**src/rtl/cpu_pkg.sv**
```systemverilog
// Shared CPU widths and the writeback entry bundle.
// Ports: none (package).
package cpu_pkg;
  localparam int DATA_W     = 16;
  localparam int REG_ADDR_W = 3;
  localparam int BE_W       = 2;
  localparam int NUM_REGS   = 8;

  typedef struct packed {
    logic [REG_ADDR_W-1:0] addr;
    logic [DATA_W-1:0]     data;
    logic [BE_W-1:0]       be;
  } wb_entry_t;
endpackage

```
**src/rtl/wb_fifo.sv**
```systemverilog
// Synchronous FIFO buffering coprocessor writeback results.
// Ports: clk, rst, push/din, pop/head, count, full, empty.
module wb_fifo
  import cpu_pkg::*;
#(
  parameter int DEPTH = 2
) (
  input  logic      clk,
  input  logic      rst,
  input  logic      push,
  input  wb_entry_t din,
  input  logic      pop,
  output wb_entry_t head,
  output logic [2:0] count,
  output logic      full,
  output logic      empty
);

  localparam logic [1:0] LAST = 2'(DEPTH - 1);

  wb_entry_t  mem [4];
  logic [1:0] wr_ptr;
  logic [1:0] rd_ptr;

  function automatic logic [1:0] nxt(input logic [1:0] p);
    return (p == LAST) ? 2'd0 : p + 2'd1;
  endfunction

  assign full  = (count == 3'(DEPTH));
  assign empty = (count == 3'd0);
  assign head  = mem[rd_ptr];

  always_ff @(posedge clk) begin
    if (push) mem[wr_ptr] <= din;
  end

  always_ff @(posedge clk or posedge rst) begin
    if (rst) begin
      wr_ptr <= 2'd0;
      rd_ptr <= 2'd0;
      count  <= 3'd0;
    end else begin
      if (push) wr_ptr <= nxt(wr_ptr);
      if (pop)  rd_ptr <= nxt(rd_ptr);
      unique case ({push, pop})
        2'b10:   count <= count + 3'd1;
        2'b01:   count <= count - 3'd1;
        default: count <= count;
      endcase
    end
  end

endmodule

```
**src/rtl/writeback_arbiter.sv**
```systemverilog
// Register-file writeback arbiter: ALU first, buffered coprocessor second,
// plus a per-register scoreboard of outstanding coprocessor results.
// Ports: clk, rst, alu_*, cop_* handshake, issue_*, busy, rf_*, fifo_count.
module writeback_arbiter
  import cpu_pkg::*;
#(
  parameter int FIFO_DEPTH = 2
) (
  input  logic                  clk,
  input  logic                  rst,
  input  logic                  alu_wr_en,
  input  logic [REG_ADDR_W-1:0] alu_wr_addr,
  input  logic [DATA_W-1:0]     alu_wr_data,
  input  logic [BE_W-1:0]       alu_be,
  input  logic                  cop_valid,
  output logic                  cop_ready,
  input  logic [REG_ADDR_W-1:0] cop_addr,
  input  logic [DATA_W-1:0]     cop_data,
  input  logic [BE_W-1:0]       cop_be,
  input  logic                  issue_en,
  input  logic [REG_ADDR_W-1:0] issue_addr,
  output logic [NUM_REGS-1:0]   busy,
  output logic                  rf_wr_en,
  output logic [REG_ADDR_W-1:0] rf_wr_addr,
  output logic [DATA_W-1:0]     rf_wr_data,
  output logic [BE_W-1:0]       rf_be,
  output logic [2:0]            fifo_count
);

  wb_entry_t           din;
  wb_entry_t           head;
  logic                full;
  logic                empty;
  logic                push;
  logic                pop;
  logic [NUM_REGS-1:0] busy_d;

  // Full blocks a push even when a pop frees a slot this edge.
  assign cop_ready = ~rst & ~full;
  assign push      = cop_valid & cop_ready;
  assign pop       = ~alu_wr_en & ~empty;
  assign din       = '{addr: cop_addr, data: cop_data, be: cop_be};

  wb_fifo #(.DEPTH(FIFO_DEPTH)) u_fifo (
    .clk   (clk),
    .rst   (rst),
    .push  (push),
    .din   (din),
    .pop   (pop),
    .head  (head),
    .count (fifo_count),
    .full  (full),
    .empty (empty)
  );

  // Clear first so a same-edge issue wins.
  always_comb begin
    busy_d = busy;
    if (pop)      busy_d[head.addr]  = 1'b0;
    if (issue_en) busy_d[issue_addr] = 1'b1;
  end

  always_ff @(posedge clk or posedge rst) begin
    if (rst) begin
      busy       <= '0;
      rf_wr_en   <= 1'b0;
      rf_wr_addr <= '0;
      rf_wr_data <= '0;
      rf_be      <= '0;
    end else begin
      busy <= busy_d;
      if (alu_wr_en) begin
        rf_wr_en   <= 1'b1;
        rf_wr_addr <= alu_wr_addr;
        rf_wr_data <= alu_wr_data;
        rf_be      <= alu_be;
      end else if (pop) begin
        rf_wr_en   <= 1'b1;
        rf_wr_addr <= head.addr;
        rf_wr_data <= head.data;
        rf_be      <= head.be;
      end else begin
        rf_wr_en   <= 1'b0;
      end
    end
  end

endmodule

```
**config.mk**
```make
export PLATFORM = sky130hd
export DESIGN_NAME = writeback_arbiter
export DESIGN_NICKNAME = d
export VERILOG_FILES = /design/src/rtl/cpu_pkg.sv /design/src/rtl/wb_fifo.sv /design/src/rtl/writeback_arbiter.sv
export SDC_FILE = /design/constraint.sdc
export NUM_CORES = 1
export LEC_CHECK = 0
export CORE_ASPECT_RATIO = 1.75
export CORE_UTILIZATION = 30
export DETAILED_ROUTE_END_ITERATION = 8
export PLACE_DENSITY = 0.54
export SLEW_MARGIN = 5
export SYNTH_ARGS = -nofsm -noshare
export SYNTH_HDL_FRONTEND = slang
export SYNTH_SLANG_ARGS = --single-unit
```
**constraint.sdc**
```tcl
create_clock -name clk -period 3.1 [get_ports clk]
set_clock_uncertainty 0.05 [all_clocks]
set_input_delay 0.465 -clock clk [delete_from_list [all_inputs] [get_ports clk]]
set_output_delay 0.465 -clock clk [all_outputs]
set_load 0.005 [all_outputs]
```
==> results of run 1 <==
## how the worst max path moves through the flow
| stage | from | to | slack, ns | cells after the start |
|---|---|---|---|---|
| detailed placement | rst | u_fifo.count[2]$_DFFE_PP0P_ | 0.46 | 10 |
| global route | u_fifo.count[0]$_DFFE_PP0P_ | u_fifo.count[2]$_DFFE_PP0P_ | 0.45 | 9 |
| global placement | rst | u_fifo.count[2]$_DFFE_PP0P_ | 0.51 | 10 |
| floorplan | rst | u_fifo.mem[2][0]$_DFFE_PP_ | 0.06 | 4 |
| CTS | u_fifo.count[0]$_DFFE_PP0P_ | cop_ready | 0.57 | 3 |
| finish | u_fifo.count[0]$_DFFE_PP0P_ | cop_ready | 0.61 | 3 |
## per-layer routing
layer,part of all wire,up-vias,GRT usage
li1,-,1254,-
met1,0.36,1410,0.143
met2,0.58,65,0.265
met3,0.042,13,0.0375
met4,0.020,0,0.0659
met5,0,-,0
## worst max-delay path, stage by stage, from the launching register on
cell	delay, ns
dfrtp_1	0.49
or3b_1	0.44
and2_1	0.19
clkdlybuf4s50_1	0.45
## placed cells by master, fill, tap and decap left out, types with 3 or more instances in the layout
cell type	count
edfxtp_1	84
clkdlybuf4s50_1	83
dfrtp_1	36
mux4_2	21
nand2b_1	18
clkbuf_16	17
o221a_2	12
nor2_1	10
bufinv_16	9
buf_4	9
inv_1	7
o221a_1	6
nor3_1	4
a31oi_1	4
nor4_1	4
a21oi_1	4
inv_2	3
a22oi_1	3
o21ai_0	3
xnor2_1	3
and4b_1	3
nor4bb_1	3
clkinv_1	3
## registers in the layout, indices dropped and copies added, names as in the netlist
| signal | cells |
|---|---|
| rf_wr_en | 1 |
| busy | 8 |
| u_fifo.count | 3 |
| rf_wr_data | 16 |
| u_fifo.mem | 84 |
| u_fifo.wr_ptr | 2 |
| rf_wr_addr | 3 |
| rf_be | 2 |
| u_fifo.rd_ptr | 2 |
## power by group through the flow
stage	Combinational, mW	Sequential (mW)	Clock, mW
2_1_floorplan	0.704	2.17	0
3_3_place_gp	1.18	2.24	0
3_5_place_dp	1.20	2.25	0
4_1_cts	1.20	2.22	2.47
5_1_grt	1.28	2.26	2.54
6_report	1.17	2.21	2.43
## cell type report
cell class | count | area (sq um)
clock buffer | 18 | 429
clock inverter | 14 | 299
fill | 1401 | 9170
inverter | 10 | 37.5
multi-input combinational | 120 | 1280
sequential | 121 | 3450
tap | 189 | 236
timing repair buffer | 92 | 898
## metrics by stage
stage               area (sq um)  power, mW  utilization  worst slack [ns]  std cells
floorplan                   4840       2.87            -            0.0641        263
global placement            5900       3.42        0.373             0.511        532
detailed placement          5900       3.45        0.373             0.463        532
CTS                         6630       5.89        0.419             0.570        564
global route                6630       6.08        0.419             0.453        564
finish                      6630       5.81        0.419             0.613        564
## cells by family (layout without fill, tap and decap cells)
| group | Yosys count | count (layout) | synth area share |
|---|---|---|---|
| and+or+nand+nor | 57 | 57 | 0.0793 |
| adders and majority gates | 2 | 2 | 0.00674 |
| buffers and inverters | 22 | 134 | 0.0280 |
| xor gates and xnor gates | 5 | 5 | 0.00908 |
| DFF | 121 | 121 | 0.715 |
| muxes | 22 | 22 | 0.100 |
| AOI/OAI and AO/OA | 34 | 34 | 0.0622 |
==> run metrics, run 1 <==
PortBufs 83; outcome finished, violations left; Synth Cell Area around 4800 sq um; Clk network pwr share 0.418; RSZ-0062 raised after global routing false; Comb power frac 0.201; Syn Nets 315; top cells by area, synth edfxtp_1, dfrtp_1, mux4_2; Hold Path Stages 2; min-delay worst type register to register; Worst EP required 2.58 ns; R2R Path End u_fifo.count[2]$_DFFE_PP0P_; Net Sw Frac 0.234; CTS clk-pin slew, worst paths 0.06 ns; WP data arrival 1.97 ns; DRT iter0 DRCs 132; Max Cap Viol 0; top post-synthesis cells by count edfxtp_1, dfrtp_1, mux4_2, nand2b_1, o221a_2; DRT Pass-1 Iters 7; GRT Total Usage 0.141; diode count 0; layout cells sized above 1 0.211; Overflow after GRT 0; first-pass GRT wire length 16,900 um; Clock Tree Root clkbuf_16; DRC Markers 8; Pleak 2.34 nW; CTS tree built; crit end category primary output; Crit Path Max Fanout 6; Hold Buf Count CTS 0; Yosys Warn Count 0; GPL Wtd Cong 0.698; EDFF count, synth 84; Fin Setup TNS 0 ns; R2R cell count 9; Switch Pwr about 1.4 mW; Starting Density 0.305; wire per inst ~19 um; Die H 170 um; routed wire length 10,700 um; dominant synthesized flop cell edfxtp_1; Slew Limit Headroom 0.592; Via-to-Cell Ratio around 4.9; sequential fraction of design power 0.381; H-tree depth 4; R2R setup slack 0.62 ns; total core area 15,800 sq um; worst r2r src u_fifo.count[0]$_DFFE_PP0P_; die area 16,600 sq um; Gate Count Post-Synth around 260; critical setup path kind register to primary output; Fmax 0.402 GHz; clk sinks 121; period utilisation layout 0.802; nets between 400 and 500; Cell Pwr Density 877 nW/um^2; top-count cell post-synth edfxtp_1; worst hold endpoint rf_wr_addr[2]$_DFFE_PP0P_; num ports 84; average size of a mapped cell 18.3 sq um; endpoints failing setup 0; internal power between 4 and 5 mW; worst hold margin 0.454 ns; vias in the first global route 3,040; unique cell type count in the Yosys netlist 37; Final Hold Fails 0; largest net degree at the start of global routing 38; Max rail drop VDD 0.000378 V; area share of the largest cell type after synthesis 0.523; Slew @ Worst Pin 0.612 ns; crit path launch type register; failing checks DRC; largest area contributor in the netlist edfxtp_1; Worst-Skew Late Latency 0.41 ns; Detail Route Antenna Nets 0; vias 2,742; PostCTS Resize Cnt 0; Seq/Total Area, Yosys 0.715; FFs w/ async S/R, synth 0.306; Detail Placement HPWL 6920 um; Final min period about 2.5 ns; Longest Clk Path Bufs 2; Synth Register Bits 121; Hold Startpoint rf_wr_addr[2]$_DFFE_PP0P_; Slew Limit Fails 0; DIE WIDTH 97.9 um; Layout area overhead 37.3%; CTS buffer count 17; initial antenna violation count 0; Std-Cell Rows 61; postcts setup bufs 0
Note: power is estimated with default switching activity, not from simulation.
==> run 2: changes to the inputs <==
==> constraint.sdc (replaced) <==
create_clock -name clk -period 2.1 [get_ports clk]
set_clock_uncertainty 0.05 [all_clocks]
set_input_delay 0.315 -clock clk [delete_from_list [all_inputs] [get_ports clk]]
set_output_delay 0.315 -clock clk [all_outputs]
set_load 0.005 [all_outputs]
==> run 2 against run 1 <==
The run still ends with DRC left. Non-clock buffer count up 11. Setup slack lost 0.53 ns. Die area is the same. Critical path depth is 6 higher. Utilization grew 0.19 points. Register-to-register slack worse by 0.53 ns. Combinational power increased by 70%. Design area increased by 0.45%. Count of clock-buffer cells in the layout down 1. First-iteration DRC count rose by 33%. Sequential power up 43%. Critical path type is now register to register. Largest power group is now registers. Highest routed layer unchanged.
==> run metrics, run 2 (same netlist as run 1, synthesis figures left out) <==
first-pass GRT wire length 16,700 um (was 16,900 um); CTS buffer count 17 (unchanged); total core area 15,800 sq um (unchanged); nets 425 (was 414); CP top delay family simple AND/OR/NAND/NOR gates (unchanged); initial antenna violation count 0 (unchanged); Die H 170 um (unchanged); DRC Markers 5 (was 8); largest net degree at the start of global routing 38 (unchanged); met1 Use GR 0.152 (was 0.143); DRT Pass-1 Iters 8 (was 7); Max rail drop VDD 0.000578 V (was 0.000378 V); clk sinks 121 (unchanged); H-tree depth 4 (unchanged); Max Cap Viol 0 (unchanged); min-delay worst type register to register (unchanged); Pleak 2.34 nW (about the same); die area 16,600 sq um (unchanged); Worst EP required 2.34 ns (was 2.58 ns); Slew @ Worst Pin 0.526 ns (was 0.612 ns); placed insts 543 (was 532); dpl ws -0.0993 ns (was 0.463 ns); diode count 0 (unchanged); worst hold margin 0.453 ns (was 0.454 ns); CTS clk-pin slew, worst paths 0.06 ns (about the same); WP data arrival 2.26 ns (was 1.97 ns); num ports 84 (unchanged); Clock Tree Root clkbuf_16 (unchanged); Layout area overhead 37.9% (was 37.3%); area of the multi-input gates 1300 sq um (was 1280 sq um); GRT Total Usage 0.137 (was 0.141); crit path launch type register (unchanged); CP Buf/Inv Count 2 (was 1); outcome finished, violations left (unchanged); cell breakdown of the critical path or3b_1 -> and3_4 -> inv_8 -> ha_4 -> inv_2 -> fa_2 -> xor2_1 -> nor2_1 -> xor2_1 (was or3b_1 -> and2_1 -> clkdlybuf4s50_1); commonest cells after routing, fill and taps aside edfxtp_1, clkdlybuf4s50_1, dfrtp_1 (unchanged); commonest non-fill, non-tap cell in the layout edfxtp_1 (unchanged); Std-Cell Rows 61 (unchanged); Overflow after GRT 0 (unchanged); Final Util 0.421 (was 0.419); failing checks DRC (unchanged); wire per inst 18.2 um (was 18.9 um); Largest regs u_fifo.mem (84), rf_wr_data (16), busy (8) (unchanged); PortBufs 83 (unchanged); Crit Path Max Fanout 3 (was 6); Layout fillers 1,426 (was 1,401); Crit path top cell by count xor2_1; routed wire length 10,500 um (was 10,700 um); vias in the first global route 2,999 (was 3,040); Detail Route Antenna Nets 0 (unchanged); Via-to-Cell Ratio 4.79 (was 4.86); RSZ-0062 raised after global routing true (was false); met2 usage 0.248 (was 0.265); Cell Pwr Density 1200 nW/um^2 (was 877 nW/um^2); Slew Limit Headroom 0.650 (was 0.592); max FFs per register 84 (unchanged); Worst-Skew Late Latency 0.41 ns (about the same); Final min period 2.01 ns; GR Layer Usage met3 0.0313 (was 0.0375); crit end category register (was primary output); FF/Latch Area 3450 sq um (unchanged); CP peak stage delay 0.39 ns (was 0.49 ns); period utilisation layout 0.959; Starting Density 0.305 (unchanged); GPL Wtd Cong 0.706 (was 0.698); Final Hold Fails 0 (unchanged); layout cells sized above 1 0.256 (was 0.211); CP max stage cell or3b_1 (was dfrtp_1); endpoints failing setup 0 (unchanged); Fmax between 0.4 and 0.5 GHz; total chip power 8.00 mW (was 5.81 mW); DRT iter0 DRCs 176 (was 132); Slew Limit Fails 0 (unchanged); Most flops, register u_fifo.mem (unchanged); Detail Placement HPWL 6920 um (about the same); CTS tree built (unchanged); Final WS setup 0.0856 ns (was 0.613 ns); Longest Clk Path Bufs 2 (unchanged); vias 2,754 (was 2,742); Post-Layout Cell Count 575 (was 564); critical setup path kind register to register (was register to primary output); DIE WIDTH 97.9 um (unchanged); busiest grt layer met2 (unchanged); postcts setup bufs 0 (unchanged)
-- run 2: per-layer routing --
metal / share of wire / wire length (um)
met1: 0.39 / 4100
met2: 0.56 / 5850
met3: 0.035 / 370
met4: 0.014 / 146
met5: 0 / 0
-- run 2: where the power goes --
group | switching (mW) | internal, mW
clock | 1.09 | 1.77
combinational | 0.816 | 1.18
sequential | 0.214 | 2.93
total | 2.12 | 5.88
-- run 2: final cells by class --
class / count / area share
Tap cell: 189 / 0.0355
Multi-Input combinational cell: 120 / 0.195
Clock inverter: 15 / 0.0254
Sequential cell: 121 / 0.518
Timing Repair Buffer: 103 / 0.155
Inverter: 10 / 0.00733
Clock buffer: 17 / 0.0639
-- run 2: what timing repair did --
item	4_1_cts	5_1_grt
hold buffers	0	0
cloned	0	0
pin swaps	1	4
gates resized for setup	1	0
setup endpoints to repair	1	1
-- run 2: path summary, 6_finish.rpt --
path	start	to	slack (ns)	cells after the start
max	u_fifo.count[0]$_DFFE_PP0P_	u_fifo.count[2]$_DFFE_PP0P_	0.09	9
min	rf_wr_addr[2]$_DFFE_PP0P_	rf_wr_addr[2]$_DFFE_PP0P_	0.45	2
max reg2reg	u_fifo.count[0]$_DFFE_PP0P_	u_fifo.count[2]$_DFFE_PP0P_	0.09	9
min reg2reg	rf_wr_addr[2]$_DFFE_PP0P_	rf_wr_addr[2]$_DFFE_PP0P_	0.45	2
max in group asynchronous	rst	u_fifo.rd_ptr[0]$_DFFE_PP0N_	1.15	4
min in group asynchronous	rst	rf_wr_data[6]$_DFFE_PP0P_	0.46	4
-- run 2: worst min-delay path, delay by kind of cell, from the launching register on --
family	cells	cell delay (ns)
flip-flops	1	0.34
AO/OA/AOI/OAI	2	0.13
-- run 2: stage by stage --
step / cell area (sq um) / setup TNS, ns
finish: 6660 / 0
global route: 6660 / -0.0433
CTS: 6660 / 0
detailed placement: 6060 / -0.0993
global placement: 6060 / -0.0770
floorplan: 4890 / -3.61
==> run 3: changes to the inputs <==
--- a/config.mk
+++ b/config.mk
@@ -6,9 +6,9 @@
 export NUM_CORES = 1
 export LEC_CHECK = 0
 export CORE_ASPECT_RATIO = 1.75
-export CORE_UTILIZATION = 30
+export CORE_UTILIZATION = 47
 export DETAILED_ROUTE_END_ITERATION = 8
-export PLACE_DENSITY = 0.54
+export PLACE_DENSITY = 0.77
 export SLEW_MARGIN = 5
 export SYNTH_ARGS = -nofsm -noshare
 export SYNTH_HDL_FRONTEND = slang
==> run 3 against run 2 <==
The flow now finishes without violations. Total power decreased by 3.2%. Hold slack improved by 0.019 ns. Highest routed layer unchanged. Cell count decreased by 11%. Sequential share of layout area increased by 1.0 points. Combinational power about the same. Setup slack got worse by 0.081 ns. Sequential power about the same. Utilization increased by 24 points.
==> run metrics, run 3 (same netlist as run 1, synthesis figures left out) <==
initial antenna violation count 0 (unchanged); crit path launch type register (unchanged); commonest cells after routing, fill and taps aside edfxtp_1, clkdlybuf4s50_1, dfrtp_1 (unchanged); min-delay worst type input pin to async pin (was register to register); max FFs per register 84 (unchanged); clk sinks 121 (unchanged); WP data arrival 2.37 ns (was 2.26 ns); CTS buffer count 17 (unchanged); Max Cap Viol 0 (unchanged); wire per inst 19.1 um (was 18.2 um); Starting Density 0.487 (was 0.305); CTS tree built (unchanged); Worst EP required 2.37 ns (was 2.34 ns); Final Hold Fails 0 (unchanged); Cell Pwr Density 1190 nW/um^2 (was 1200 nW/um^2); R2R setup slack 0.004 ns (was 0.09 ns); routed wire length 9800 um (was 10,500 um); largest net degree at the start of global routing 38 (unchanged); crit end category register (unchanged); CP max stage cell or3b_4 (was or3b_1); Crit Path Max Fanout 2 (was 3); Via-to-Cell Ratio 5.57 (was 4.79); GRT Total Usage 0.205 (was 0.137); vias in the first global route 3,124 (was 2,999); diode count 0 (unchanged); GPL Wtd Cong 0.734 (was 0.706); Largest regs u_fifo.mem (84), rf_wr_data (16), busy (8) (unchanged); Clock Tree Root clkbuf_16 (unchanged); Detail Route Antenna Nets 0 (unchanged); outcome finished, final reports clean (was finished, violations left); critical setup path kind register to register (unchanged); CTS clk-pin slew, worst paths 0.05 ns (was 0.06 ns); Final min period 2.10 ns (was 2.01 ns); CP peak stage delay 0.39 ns (about the same); Slew Limit Fails 0 (unchanged); die area 10,700 sq um (was 16,600 sq um); Final Util 0.659 (was 0.421); Max rail drop VDD 0.000869 V (was 0.000578 V); H-tree depth 4 (unchanged); vias 2,851 (was 2,754); DRC Markers 0 (was 5); PortBufs 83 (unchanged); RSZ-0062 raised after global routing true (unchanged); Detail Placement HPWL 6460 um (was 6920 um); period utilisation layout 0.998 (was 0.959); Layout fillers 705 (was 1,426); Fmax 0.477 GHz (was 0.496 GHz); cell breakdown of the critical path or3b_4 -> and3_4 -> inv_8 -> ha_4 -> inv_2 -> fa_2 -> xor2_1 -> nor2_1 -> xor2_1 (was or3b_1 -> and3_4 -> inv_8 -> ha_4 -> inv_2 -> fa_2 -> xor2_1 -> nor2_1 -> xor2_1); Std-Cell Rows 48 (was 61); Die H 136 um (was 170 um); layout cells sized above 1 0.235 (was 0.256); first-pass GRT wire length 15,600 um (was 16,700 um); commonest non-fill, non-tap cell in the layout edfxtp_1 (unchanged); nets 426 (was 425); Slew @ Worst Pin 0.515 ns (was 0.526 ns); num ports 84 (unchanged); DRT Pass-1 Iters 6 (was 8); total chip power 7.75 mW (was 8.00 mW); Most flops, register u_fifo.mem (unchanged); endpoints failing setup 0 (unchanged); DIE WIDTH 78.6 um (was 97.9 um); DRT iter0 DRCs 128 (was 176); Pleak 2.32 nW (was 2.34 nW); Layout area overhead 35.2% (was 37.9%); total core area 9910 sq um (was 15,800 sq um); Worst-Skew Late Latency 0.40 ns (was 0.41 ns); Longest Clk Path Bufs 2 (unchanged); Crit path top cell by count xor2_1 (unchanged); Slew Limit Headroom 0.657 (was 0.650); Overflow after GRT 0 (unchanged)
## run 3: cell types whose count changed in the layout (fill, tap and decap cells not counted), moves of 2 or more
cell,change
bufinv_16,-2
inv_6,-4
clkbuf_1,+9
clkbuf_8,+3
clkinv_4,-7
## run 3: final cells by class
| class | count | area [sq um] | area share |
|---|---|---|---|
| Clock buffer | 30 | 526 | 0.0805 |
| Multi-Input combinational cell | 120 | 1300 | 0.199 |
| Tap cell | 125 | 156 | 0.0240 |
| Inverter | 10 | 48.8 | 0.00748 |
| Timing Repair Buffer | 104 | 1040 | 0.159 |
| Sequential cell | 121 | 3450 | 0.528 |
| Clock inverter | 2 | 10.0 | 0.00153 |
## run 3: critical path: cells and delay by family, from the launching register on
family                   cells  cell delay (ns)
AND/OR/NAND/NOR              3             0.73
adder cells (fa/ha/maj)      2             0.44
buffers and inverters        2             0.08
flip-flops                   1             0.38
XOR/XNOR                     2             0.32
## run 3: path summary, 6_finish.rpt
| kind | from | cells past startpoint | end |
|---|---|---|---|
| setup / recovery | u_fifo.count[0]$_DFFE_PP0P_ | 9 | u_fifo.count[2]$_DFFE_PP0P_ |
| hold / removal | rst | 4 | u_fifo.count[1]$_DFFE_PP0P_ |
| setup reg to reg | u_fifo.count[0]$_DFFE_PP0P_ | 9 | u_fifo.count[2]$_DFFE_PP0P_ |
| hold reg to reg | rf_wr_addr[0]$_DFFE_PP0P_ | 2 | rf_wr_addr[0]$_DFFE_PP0P_ |
| max in group asynchronous | rst | 4 | busy[6]$_DFF_PP0_ |
| min in group clk | rf_wr_addr[0]$_DFFE_PP0P_ | 2 | rf_wr_addr[0]$_DFFE_PP0P_ |
## run 3: report_power, final
part	internal (mW)	total, mW	switching (mW)
sequential	2.94	3.14	0.201
combinational	1.19	2.02	0.833
clock	1.67	2.59	0.924
## run 3: stage by stage
step	std cells	area, sq um	hold WS [ns]	setup slack [ns]	setup TNS [ns]
3_5_place_dp	479	5980	0.465	-0.119	-0.119
2_1_floorplan	263	4890	0.232	-0.251	-3.61
3_3_place_gp	479	5980	0.442	-0.0586	-0.0586
6_report	512	6530	0.472	0.00421	0
5_1_grt	512	6530	0.483	-0.0772	-0.0772
4_1_cts	511	6520	0.474	0.00179	0
## run 3: what timing repair did
item	CTS	global route
setup buffers	0	1
endpoints found under the setup margin	2	1
resized for setup	1	1
hold buffers	0	0
pin swaps	1	3
## run 3: per-layer routing
metal / track usage / wire length (um) / part of all wire / vias to the layer above
met5: 0 / 0 / 0 / -
met2: 0.361 / 5470 / 0.56 / 98
met3: 0.0537 / 443 / 0.045 / 21
met4: 0.120 / 265 / 0.027 / 0
li1: - / - / - / 1276
met1: 0.218 / 3620 / 0.37 / 1456
==> RTL edit 1 (flow settings as in run 2) <==
Change the package constant `DATA_W` from 16 to 32.
--- a/src/rtl/cpu_pkg.sv
+++ b/src/rtl/cpu_pkg.sv
@@ -2,5 +2,5 @@
 // Ports: none (package).
 package cpu_pkg;
-  localparam int DATA_W     = 16;
+  localparam int DATA_W     = 32;
   localparam int REG_ADDR_W = 3;
   localparam int BE_W       = 2;
Interface: changed (resized alu_wr_data, cop_data and rf_wr_data); port bits go from 84 to 132. The function was not compared with the original's and may differ.
==> RTL edit 1 against run 2 <==
Setup slack got worse by 0.027 ns; hold slack got worse by 0.21 ns; wire length increased by 69%; power increased by 44%; core utilization decreased by 1.9 points; area after synthesis increased by 63%; sequential cell count increased by 80; design area increased by 56%; critical path type is now flip-flop to primary output; largest cell class unchanged; highest routed layer unchanged.
==> RTL edit 1: results (changes against run 2) <==
- Slowest library cell on the worst path: clkdlybuf4s50_1
- Reg-to-reg setup timing slack: 0.12 ns (+0.03 ns)
- Crit path max fanout: 5 (+2)
- CP peak stage delay: 0.50 ns (+0.11 ns)
- Cells on Worst Hold Path: 4 (+2)
- # fillers: 2280 (+60%)
- Synth cell types: 40 (+8.1%)
- Synth Instances: 398 (+51%)
- P_sw: 2.91 mW (+37%)
- Layout Nets: 641 (+51%)
- Bufs on Longest Clock Path: 3 (+1)
- Cell family with most CP delay: buffers and inverters
- Max-slew headroom: 49.3% (-16 points)
- Starting DRC count in detailed routing: 179 (+1.7%)
- Post-synth EDFFs: 148 (+76%)
- Cells after DPL: 853 (+57%)
- HP Start: alu_wr_en
- Fin crit period: 2.04 ns (+0.0271 ns)
- Crit path from: u_fifo.count[1]
- Num CTS Buffers: 19 (+2)
- Via total after detailed routing: 4258 (+55%)
- H-tree lvl count: 1 (-3)
- Commonest cells post-synth: 148 x edfxtp_1, 53 x dfrtp_1, 34 x nand2b_1, 34 x o221a_2, 29 x mux4_2
- Vias in the first global route: 4814 (+61%)
- Synth async-reset ratio: 26.4% (-4.2 points)
- Largest regs: u_fifo.mem x148, rf_wr_data x32, busy x8
- Dpl ws: -0.0214 ns (+0.0778 ns)
- Status: finished clean
- Hold crit path type: input pin to flip-flop
- Area contributors post-synth: edfxtp_1 57%, dfrtp_1 17%, mux4_2 8.3%
- Final WL: 17600 um (+69%)
-- RTL edit 1: through the flow --
stage	hold slack [ns]	power [mW]	instance area, sq um
6_report	0.242	11.5	10400
5_1_grt	0.284	12.1	10400
4_1_cts	0.243	11.7	10400
3_5_place_dp	0.465	8.16	9740
3_3_place_gp	0.444	8.07	9740
2_1_floorplan	0.364	6.73	7890
-- RTL edit 1: worst min-delay path: stages --
cell,delay [ns]
buf_2,0.12
nor4_4,0.07
a22oi_1,0.13
o21ai_0,0.10
-- RTL edit 1: logic make-up (layout without fill, tap and decap cells) --
| group | after synthesis | count (layout) | share of synthesized area (%) |
|---|---|---|---|
| fa+ha+maj | 2 | 2 | 0.414 |
| compound gates | 50 | 50 | 6.15 |
| buf+inv | 30 | 202 | 2.15 |
| flops | 201 | 201 | 73.5 |
| xor+xnor | 5 | 5 | 0.558 |
| mux | 38 | 38 | 11.1 |
| simple gates | 72 | 72 | 6.13 |
-- RTL edit 1: routing by layer --
metal | vias up | GRT usage, % | part of all wire [%]
met4 | 0 | 4.46 | 2.0
met5 | - | 0 | 0
met2 | 105 | 25.7 | 58
met3 | 24 | 1.98 | 4.0
met1 | 2187 | 14.6 | 36
li1 | 1942 | - | -
-- RTL edit 1: layout make-up --
class	count	area, sq um	area share, %
clock inverter	12	138	1.32
sequential	201	5780	55.6
inverter	10	37.5	0.361
tap	320	400	3.85
clock buffer	22	497	4.78
multi-input combinational	167	1950	18.8
timing repair buffer	158	1600	15.4
-- RTL edit 1: timing repair --
item / 4_1_cts / 5_1_grt
setup buffers: 1 / 2
hold endpoints to repair: 0 / 0
pin swaps: 0 / 3
resized for setup: 0 / 2
endpoints found under the setup margin: 1 / 2
gates cloned: 0 / 0
==> RTL edit 2 (config.mk and constraints of run 2) <==
Without the edit above. Put a register stage on the output `fifo_count`, with the module's reset. The value now appears one clock later. The other outputs are not delayed to match.
--- a/src/rtl/writeback_arbiter.sv
+++ b/src/rtl/writeback_arbiter.sv
@@ -28,4 +28,6 @@
 );
 
+  logic [2:0] fifo_count_d;
+
   wb_entry_t           din;
   wb_entry_t           head;
@@ -49,5 +51,5 @@
     .pop   (pop),
     .head  (head),
-    .count (fifo_count),
+    .count (fifo_count_d),
     .full  (full),
     .empty (empty)
@@ -86,4 +88,12 @@
   end
 
+  always_ff @(posedge clk or posedge rst) begin
+    if (rst) begin
+      fifo_count <= '0;
+    end else begin
+      fifo_count <= fifo_count_d;
+    end
+  end
+
 endmodule
 
Function: changed (a bounded check fails within 4 cycles, from zero or initial values and one cycle with rst high).
==> RTL edit 2 against run 2 <==
Sequential cell count is 3 higher; largest power group unchanged; core utilization grew 0.052 points; hold slack worse by 0.0012 ns; power increased by 0.88%; critical path type unchanged; setup slack worse by 0.0036 ns; sequential share of layout area up 0.56 points; synthesized cell count increased by 1.1%; wire length decreased by 1.7%; design area grew 1.1%; combinational power is essentially flat; die area grew 1.5%; area after synthesis up 1.6%; largest cell class unchanged; count of clock-buffer cells in the layout rose by 3.
==> RTL edit 2: results (changes against run 2) <==
- Status: finished clean
- Power Internal: 6.04 mW (+2.8%)
- Area contributors post-synth: edfxtp_1 51%, dfrtp_1 20%, mux4_2 9.7%
- Cts repair resizes: 2 (+1)
- Final WL: 10300 um (-1.7%)
- Slowest library cell on the worst path: or3b_4
- WL per Instance: 17.7 um (-2.6%)
- Synth Instances: 266 (+1.1%)
- Max frequency: 496 MHz (-0.18%)
- Reg area: 3520 sq um (+2.2%)
- Tot GR Track Use: 13.2% (-0.42 points)
- Clk pwr share: 35.0% (-0.7 points)
- Reg power frac: 40.3% (+1.0 points)
- Wl on met1: 3960 um (-3.3%)
- DR pass1 iterations: 4 (-4)
- Routed wl met3: 376 um (+1.6%)
- # fillers: 1438 (+0.84%)
- Met2 wire length: 5820 um (-0.62%)
- Worst Hold Slack: 0.452 ns (-0.00116 ns)
- Largest net degree at the start of global routing: 41 (+7.9%)
- Final GP Congestion: 0.711 (+0.68%)
- Commonest cells post-synth: 84 x edfxtp_1, 40 x dfrtp_1, 21 x mux4_2
- Layout Nets: 430 (+1.2%)
- Least-Margin Pin Slew: 0.550 ns (+0.0246 ns)
- Cell area power density: 1200 nW/um^2 (-0.21%)
## RTL edit 2: changes by cell type after synthesis
cell,run 2,this run
dfrtp_1,37,40
## RTL edit 2: kinds of logic after synthesis
| family | Yosys count | synth area share (%) |
|---|---|---|
| flops | 124 | 71.9 |
| simple gates | 57 | 7.81 |
| compound gates | 34 | 6.13 |
| fa+ha+maj | 2 | 0.664 |
| xor+xnor | 5 | 0.894 |
| buf+inv | 22 | 2.76 |
| mux | 22 | 9.85 |
## RTL edit 2: area by class of cell
class,count,share of cell area [%]
Sequential cell,124,52.4
Multi-Input combinational cell,120,19.3
Timing Repair Buffer,105,15.3
Clock buffer,20,6.95
Tap cell,189,3.51
Clock inverter,12,1.77
Inverter,10,0.725
## RTL edit 2: layer usage
layer / up-vias / GRT usage, %
li1: 1285 / -
met1: 1417 / 14.2
met2: 74 / 24.3
met3: 12 / 3.39
met4: 0 / 6.04
met5: - / 0
